[config.mk]
export PLATFORM = sky130hd
export DESIGN_NAME = trap_ctrl
export DESIGN_NICKNAME = d
export VERILOG_FILES = /design/src/rtl/trap_ctrl.sv
export SDC_FILE = /design/constraint.sdc
export NUM_CORES = 1
export LEC_CHECK = 0
export ABC_AREA = 0
export BUFFER_PORTS_ARGS = -buffer_cell sky130_fd_sc_hd__buf_4
export CAP_MARGIN = 20
export CORE_UTILIZATION = 45
export DETAILED_ROUTE_END_ITERATION = 16
export PLACE_DENSITY = 0.8
export SETUP_SLACK_MARGIN = 0.2
export SKIP_LAST_GASP = 1
export SYNTH_ARGS = -nofsm -noshare
export SYNTH_HDL_FRONTEND = slang
export SYNTH_SLANG_ARGS = --single-unit
[constraint.sdc]
create_clock -name clk -period 3.06 [get_ports clk]
set_input_delay 0.612 -clock clk [delete_from_list [all_inputs] [get_ports clk]]
set_output_delay 0.612 -clock clk [all_outputs]
set_load 0.02 [all_outputs]
[src/rtl/trap_ctrl.sv]
// trap_ctrl: machine-mode trap sequencer between execute and the CSR block.
// Detects trap/mret events on the execute-stage instruction, kills it,
// strobes the CSR hardware-write port on trap entry and redirects fetch.
module trap_ctrl #(
    parameter int XLEN = 32
) (
    input  logic            clk,
    input  logic            rst,
    input  logic            ex_valid,
    input  logic [XLEN-1:0] ex_pc,
    input  logic            ex_ecall,
    input  logic            ex_ebreak,
    input  logic            ex_illegal,
    input  logic            ex_mret,
    input  logic            irq_en,
    input  logic            irq_ext,
    input  logic            irq_timer,
    output logic            ex_kill,
    output logic            trap_busy,
    output logic            ent_trap,
    output logic [XLEN-1:0] csr_wr_mepc_mepc,
    output logic [XLEN-2:0] csr_wr_mcause_exception_code,
    output logic            csr_wr_mcause_interrupt,
    input  logic [XLEN-3:0] csr_rd_mtvec_base,
    input  logic [1:0]      csr_rd_mtvec_mode,
    input  logic [XLEN-1:0] csr_rd_mepc_mepc,
    output logic            redirect_valid,
    output logic [XLEN-1:0] redirect_pc,
    input  logic            redirect_ready
);

    typedef enum logic [1:0] {
        S_IDLE     = 2'd0,
        S_ENTER    = 2'd1,
        S_REDIRECT = 2'd2,
        S_RETURN   = 2'd3
    } state_t;

    state_t state_reg;
    state_t state_next;

    logic [XLEN-1:0] mepc_reg;
    logic [XLEN-2:0] code_reg;
    logic            intr_reg;
    logic [XLEN-1:0] target_reg;

    logic            irq_pend;
    logic            take;
    logic            ret;
    logic            cause_int;
    logic [XLEN-2:0] cause_code;
    logic [XLEN-1:0] mtvec_base_addr;
    logic [XLEN-1:0] trap_target;
    logic            is_idle;

    assign is_idle  = (state_reg == S_IDLE);
    assign irq_pend = irq_en & (irq_ext | irq_timer);
    assign take     = ex_valid & (irq_pend | ex_illegal | ex_ebreak | ex_ecall);
    assign ret      = ex_valid & ex_mret & ~take;

    // Cause selection: external irq > timer irq > illegal > ebreak > ecall
    always_comb begin
        cause_int  = 1'b0;
        cause_code = '0;
        if (irq_en && irq_ext) begin
            cause_int  = 1'b1;
            cause_code = (XLEN-1)'(11);
        end else if (irq_en && irq_timer) begin
            cause_int  = 1'b1;
            cause_code = (XLEN-1)'(7);
        end else if (ex_illegal) begin
            cause_code = (XLEN-1)'(2);
        end else if (ex_ebreak) begin
            cause_code = (XLEN-1)'(3);
        end else if (ex_ecall) begin
            cause_code = (XLEN-1)'(11);
        end
    end

    // Vectored mode only applies to interrupts; the sum wraps at XLEN bits
    assign mtvec_base_addr = {csr_rd_mtvec_base, 2'b00};
    always_comb begin
        trap_target = mtvec_base_addr;
        if (csr_rd_mtvec_mode == 2'd1 && intr_reg) begin
            trap_target = mtvec_base_addr + {code_reg[XLEN-4:0], 2'b00};
        end
    end

    // State register
    always_ff @(posedge clk or posedge rst) begin
        if (rst) begin
            state_reg <= S_IDLE;
        end else begin
            state_reg <= state_next;
        end
    end

    // Next-state logic
    always_comb begin
        state_next = state_reg;
        case (state_reg)
            S_IDLE: begin
                if (take) begin
                    state_next = S_ENTER;
                end else if (ret) begin
                    state_next = S_RETURN;
                end
            end
            S_ENTER: begin
                state_next = S_REDIRECT;
            end
            S_REDIRECT, S_RETURN: begin
                if (redirect_ready) begin
                    state_next = S_IDLE;
                end
            end
            default: begin
                state_next = S_IDLE;
            end
        endcase
    end

    // Capture trap PC/cause on take and the redirect target on ret/ENTER
    always_ff @(posedge clk or posedge rst) begin
        if (rst) begin
            mepc_reg   <= '0;
            code_reg   <= '0;
            intr_reg   <= 1'b0;
            target_reg <= '0;
        end else begin
            if (is_idle && take) begin
                mepc_reg <= ex_pc;
                code_reg <= cause_code;
                intr_reg <= cause_int;
            end
            if (is_idle && ret) begin
                target_reg <= {csr_rd_mepc_mepc[XLEN-1:2], 2'b00};
            end else if (state_reg == S_ENTER) begin
                target_reg <= trap_target;
            end
        end
    end

    // Outputs decoded from state; ex_kill also forced low while rst is high
    always_comb begin
        ex_kill        = ~rst & is_idle & (take | ret);
        trap_busy      = ~is_idle;
        ent_trap       = (state_reg == S_ENTER);
        redirect_valid = (state_reg == S_REDIRECT) || (state_reg == S_RETURN);
    end

    assign csr_wr_mepc_mepc             = mepc_reg;
    assign csr_wr_mcause_exception_code = code_reg;
    assign csr_wr_mcause_interrupt      = intr_reg;
    assign redirect_pc                  = target_reg;

endmodule
==> results of run 1 <==
[cells in the final DEF, fill, tap and decap left out, drive strengths merged, types with 2 or more instances in the layout]
cell,Yosys,layout
nand3,15,15
nand4,15,15
a31oi,2,2
nand2,129,129
a221o,5,5
buf,40,183
dfrtp,69,69
ha,4,4
a22oi,9,9
and2,3,3
nand2b,4,4
conb,1,29
xor2,16,16
nor3,12,12
mux2i,6,6
and3,11,11
clkinv,0,2
xnor2,2,2
inv,6,6
bufinv,0,2
nor2,20,20
o21ai,29,29
a21oi,17,17
clkbuf,11,12
a211oi,2,2
nand3b,3,3
nor4,3,3
[layout make-up]
type	count	area, um^2
Multi-Input combinational cell	354	1910
Timing Repair Buffer	183	1410
Clock inverter	4	70.1
Tap cell	105	131
Fill cell	711	2840
Clock buffer	12	155
Inverter	6	22.5
Sequential cell	69	1730
[power by group]
| group | switching, uW | internal [uW] | leakage, uW |
|---|---|---|---|
| logic | 1420 | 1050 | 0.00182 |
| clock network | 345 | 502 | 0.000116 |
| registers | 270 | 1340 | 0.000842 |
| total | 2040 | 2900 | 0.00278 |
[layer usage]
metal  vias to the layer above  routed length [um]
met5                         -                   0
met4                         0                 100
met3                        11                 935
met2                       165                5270
met1                      1772                4540
li1                       1830                   -
[worst register-to-register path: stages (launching register included)]
cell,delay [ps]
dfrtp_1,400
ha_1,220
fa_1,220
nand3_1,240
a211oi_2,580
a311o_1,260
o21ai_1,70
nor3_1,170
[stage by stage]
stage                util  power (uW)  cells
floorplan               -        3050    480
finish              0.656        4940    733
global placement    0.625        4010    716
global route        0.656        5280    733
CTS                 0.653        4940    732
detailed placement  0.625        4090    716
[kinds of logic after synthesis]
logic type      after synthesis  synth area share
buf+inv                      57            0.0883
fa+ha+maj                     5            0.0181
flops                        69             0.446
xor+xnor                     18            0.0408
other cells                   1          0.000969
simple gates                220             0.265
compound gates               76             0.125
mux                           6            0.0155
[final timing paths]
| path | from | endpoint | slack (ps) | cells past startpoint |
|---|---|---|---|---|
| max | ex_illegal | ex_kill | 560 | 6 |
| min reg2reg | csr_wr_mepc_mepc[20]$_DFFE_PP0P_ | csr_wr_mepc_mepc[20]$_DFFE_PP0P_ | 480 | 2 |
| max reg2reg | csr_wr_mcause_exception_code[0]$_DFFE_PP0P_ | redirect_pc[30]$_DFFE_PP0P_ | 830 | 7 |
| max in group asynchronous | rst | state_reg[0]$_DFFE_PP0P_ | 1980 | 3 |
| min | rst | csr_wr_mcause_interrupt$_DFFE_PP0P_ | 420 | 2 |
| min in group clk | ex_pc[29] | csr_wr_mepc_mepc[29]$_DFFE_PP0P_ | 470 | 3 |
==> impl_metrics.py, run 1 <==
metrics = {
    "run_status": {
        "status": "finished, final reports clean",
    },
    "placement": {
        "dp_hpwl_um": 8180,
        "numPortBuffers": 175,
        "pre_cts_ws_ps": 573,
        "placed_area_um2": 5160,
        "place_congestion": 0.885,
    },
    "global_routing": {
        "antenna_found_initial": 0,
        "grt_pass1_wl_um": 16600,
        "grt_pass1_vias": 3468,
        "met2_usage": 0.411,
        "grt_max_degree": 39,
        "grt_use_total": 0.241,
        "globalRouteMet3Util": 0.0644,
        "met1_usage": 0.301,
        "top_usage_layer": "met2",
        "grt_overflow": 0,
    },
    "detailed_routing": {
        "wl_um": 10900,
        "vias": 3778,
        "wire_per_inst_um": 14.8,
        "first_pass_iters": 4,
        "antenna_left": 0,
        "vias_per_cell": 5.15,
        "route.detailed.drc": 0,
        "drtIter0Drc": 142,
    },
    "logic_synthesis": {
        "synth_area_per_cell_um2": 8.56,
        "synth_flop_cell": "dfrtp_1",
        "syn_inst": 452,
        "synth_top_cell_area_share": 0.446,
        "ys_seq_elements": 69,
        "synthArstFlopShare": 1.00,
        "synth.distinct_cells": 52,
        "yosysTopAreaCell": "dfrtp_1",
        "synth-edff-count": 0,
        "synthTopCellsByArea": "dfrtp_1 45%, nand2_1 13%, buf_4 5.6%",
        "synth_common_cells": "129 x nand2_1, 69 x dfrtp_1, 29 x buf_4",
        "yosys_warnings": 0,
        "yosysMostFrequentCell": "nand2_1",
        "synth_seq_area_share": 0.446,
        "netlist_area_um2": 3870,
    },
    "min_path": {
        "hp-class": "in2async",
    },
    "clock_network": {
        "cts_tree": "built",
        "h-tree-depth": 3,
        "cts_setup_buffers": 0,
        "ctsHoldBuffers": 0,
        "numClockSinks": 69,
        "clk_latency_ps": 330,
        "cts_buffer_depth": 2,
        "cts_made_buffers": 9,
        "clk_pin_slew_ps": 80,
        "cts_root_buffer": "clkbuf_8",
        "ctsResizeCount": 0,
    },
    "worst_setup_path": {
        "worstPathRequired_ps": 2450,
        "path_cells": "buf_4 > nor3_1 > nand2_1 > o21ai_0 > nor2_1 > buf_4",
        "critPathMaxStageDelay_ps": 440,
        "cp_num_buf_inv": 2,
        "arrival_ps": 1890,
        "criticalPathCategory": "in2out",
        "crit_fanout": 5,
        "start_kind": "input port",
        "cpMostUsedCell": "buf_4",
        "crit_slowest_cell": "nor3_1",
        "end_kind": "output port",
        "critPathTopFamily": "simple AND/OR/NAND/NOR gates",
    },
    "floorplanning": {
        "start_util": 0.468,
        "rows": 33,
        "die_h_um": 94.7,
        "pin_count": 207,
        "core_um2": 8260,
        "die_area_um2": 8970,
        "die_w_um": 94.7,
    },
    "timing": {
        "worst_slack_ps": 563,
        "hold_viol": 0,
        "drv_slew": 0,
        "fin_skew_ps": 10.7,
        "post-route-period-util": 0.816,
        "max_freq_mhz": 400,
        "fin_crit_ps": 2500,
        "worstMarginPinSlew_ps": 729,
        "holdWs_ps": 415,
        "rsz0062_at_grt": "no",
        "setup_viol": 0,
        "finalSetupTns_ps": 0,
        "slew_headroom": 0.512,
    },
    "flow_run": {
        "drv_cap": 0,
    },
    "layout": {
        "layout-drive-gt1-share": 0.330,
        "stdcell_area_um2": 5420,
        "largest_register_ffs": 32,
        "antenna_cells": 0,
        "fin_nets": 735,
        "synthToLayoutAreaGrowth_pct": 40.0,
    },
    "power_and_ir_drop": {
        "powerDensity_nw_per_um2": 911,
        "p_leak_uw": 0.00278,
        "ir_drop_v": 0.000482,
    },
}
(Power assumes the default switching activity.)
==> run 2, diff against run 1 <==
==> constraint.sdc (replaced) <==
create_clock -name clk -period 2.5 [get_ports clk]
set_input_delay 0.5 -clock clk [delete_from_list [all_inputs] [get_ports clk]]
set_output_delay 0.5 -clock clk [all_outputs]
set_load 0.02 [all_outputs]
==> run 2 against run 1 <==
Against the previous run: worst setup slack got worse by 280 ps; sequential cell count did not move; combinational power rose by 23%; register-to-register slack got worse by 490 ps; first-iteration DRC count fell by 14%; core utilization rose by 0.45 points; clock skew rose by 1.7 ps; clock power rose by 30%; sequential share of layout area fell by 0.22 points; non-clock buffer count rose by 4; critical path type unchanged; largest cell class unchanged.
==> impl_metrics.py, run 2 (same netlist as run 1, synthesis figures left out) <==
metrics = {
    "clock_network": {
        "numClockSinks": 69,
        "h-tree-depth": 3,
        "clk_latency_ps": 340,
        "clk_pin_slew_ps": 80,
        "cts_buffer_depth": 2,
        "cts_setup_buffers": 0,
        "cts_root_buffer": "clkbuf_8",
        "cts_made_buffers": 9,
        "cts_tree": "built",
    },
    "worst_setup_path": {
        "worstSetupStartpoint": "irq_timer",
        "arrival_ps": 1720,
        "worstPathRequired_ps": 2000,
        "rr_startpoint": "csr_wr_mcause_exception_code[0]$_DFFE_PP0P_",
        "end_kind": "output port",
        "start_kind": "input port",
        "crit_fanout": 7,
        "criticalPathCategory": "in2out",
    },
    "floorplanning": {
        "die_w_um": 94.7,
        "pin_count": 207,
        "start_util": 0.468,
        "core_um2": 8260,
        "rows": 33,
        "die_h_um": 94.7,
        "die_area_um2": 8970,
    },
    "layout": {
        "synthToLayoutAreaGrowth_pct": 41.0,
        "layout-drive-gt1-share": 0.334,
        "antenna_cells": 0,
        "largest_register_ffs": 32,
        "mostFrequentLayoutCell": "buf_4",
        "nFillCells": 703,
        "fin_nets": 739,
        "layout_common_cells": "186 x buf_4, 129 x nand2_1, 69 x dfrtp_1",
        "stdcell_count": 737,
    },
    "timing": {
        "fin_skew_ps": 12.4,
        "drv_slew": 0,
        "hold_viol": 0,
        "slew_headroom": 0.496,
        "worstMarginPinSlew_ps": 753,
        "max_freq_mhz": 451,
        "setup_viol": 0,
        "post-route-period-util": 0.886,
        "fin_crit_ps": 2220,
        "worst_slack_ps": 284,
        "rsz0062_at_grt": "yes",
        "finalSetupTns_ps": 0,
    },
    "placement": {
        "numPortBuffers": 175,
        "place_congestion": 0.906,
        "dp.cells": 721,
        "dp_hpwl_um": 8650,
        "pre_cts_ws_ps": 87.6,
    },
    "power_and_ir_drop": {
        "p_leak_uw": 0.00280,
        "powerDensity_nw_per_um2": 1120,
        "power.total_uw": 6140,
        "ir_drop_v": 0.000632,
    },
    "global_routing": {
        "antenna_found_initial": 0,
        "grt_pass1_wl_um": 17300,
        "grt_use_total": 0.251,
        "grt_pass1_vias": 3724,
        "grt_overflow": 0,
        "grt_max_degree": 38,
    },
    "detailed_routing": {
        "first_pass_iters": 4,
        "vias": 3837,
        "drtIter0Drc": 122,
        "wire_per_inst_um": 15.3,
        "antenna_left": 0,
        "wl_um": 11300,
        "vias_per_cell": 5.21,
        "route.detailed.drc": 0,
    },
    "flow_run": {
        "drv_cap": 0,
    },
    "run_status": {
        "status": "finished, final reports clean",
    },
    "min_path": {
        "hp-class": "in2async",
    },
}
## run 2: final cells by class
cell class,count,area (um^2),area share
multi-input combinational,354,1920,0.352
sequential,69,1730,0.317
inverter,6,22.5,0.00413
clock inverter,6,111,0.0204
clock buffer,10,128,0.0234
tap,105,131,0.0241
timing repair buffer,187,1420,0.260
## run 2: final timing paths
check                                                         to  slack [ps]  cells after the start
worst max-delay path                                     ex_kill         280                      6
worst min-delay path            csr_wr_mepc_mepc[10]$_DFFE_PP0P_         150                      2
worst max register to register       redirect_pc[30]$_DFFE_PP0P_         340                      7
worst min register to register   csr_wr_mepc_mepc[7]$_DFFE_PP0P_         480                      2
max in group asynchronous            redirect_pc[14]$_DFFE_PP0P_        1680                      3
min in group clk                        state_reg[1]$_DFFE_PP0P_         340                      2
## run 2: routing by layer
layer / up-vias / global-route usage / wire [um]
met5: - / 0 / 0
met4: 0 / 0.0972 / 136
met3: 11 / 0.0564 / 1020
met2: 196 / 0.437 / 5580
met1: 1791 / 0.298 / 4530
li1: 1839 / - / -
## run 2: report_power, final
group          switching [uW]  internal (uW)
logic                    1760           1290
registers                 336           1640
clock network             441            664
total                    2530           3600
## run 2: worst max-delay path, stage by stage
cell     delay (ps)
buf_4           110
o21ai_1         380
nand2_1         140
o21ai_0         340
nor2_1           80
buf_4           160
## run 2: metrics by stage
| stage | area, um^2 | hold slack (ps) | util |
|---|---|---|---|
| final | 5460 | 149 | 0.661 |
| after global routing | 5460 | 166 | 0.661 |
| after CTS | 5440 | 149 | 0.659 |
| after detailed placement | 5200 | 466 | 0.630 |
| after global placement | 5200 | 459 | 0.630 |
| after floorplan | 3970 | 526 | - |
## run 2: what timing repair did
| action | in CTS | in global routing |
|---|---|---|
| endpoints found under the setup margin | 0 | 7 |
| hold buffers | 0 | 0 |
| resized for setup | 0 | 2 |
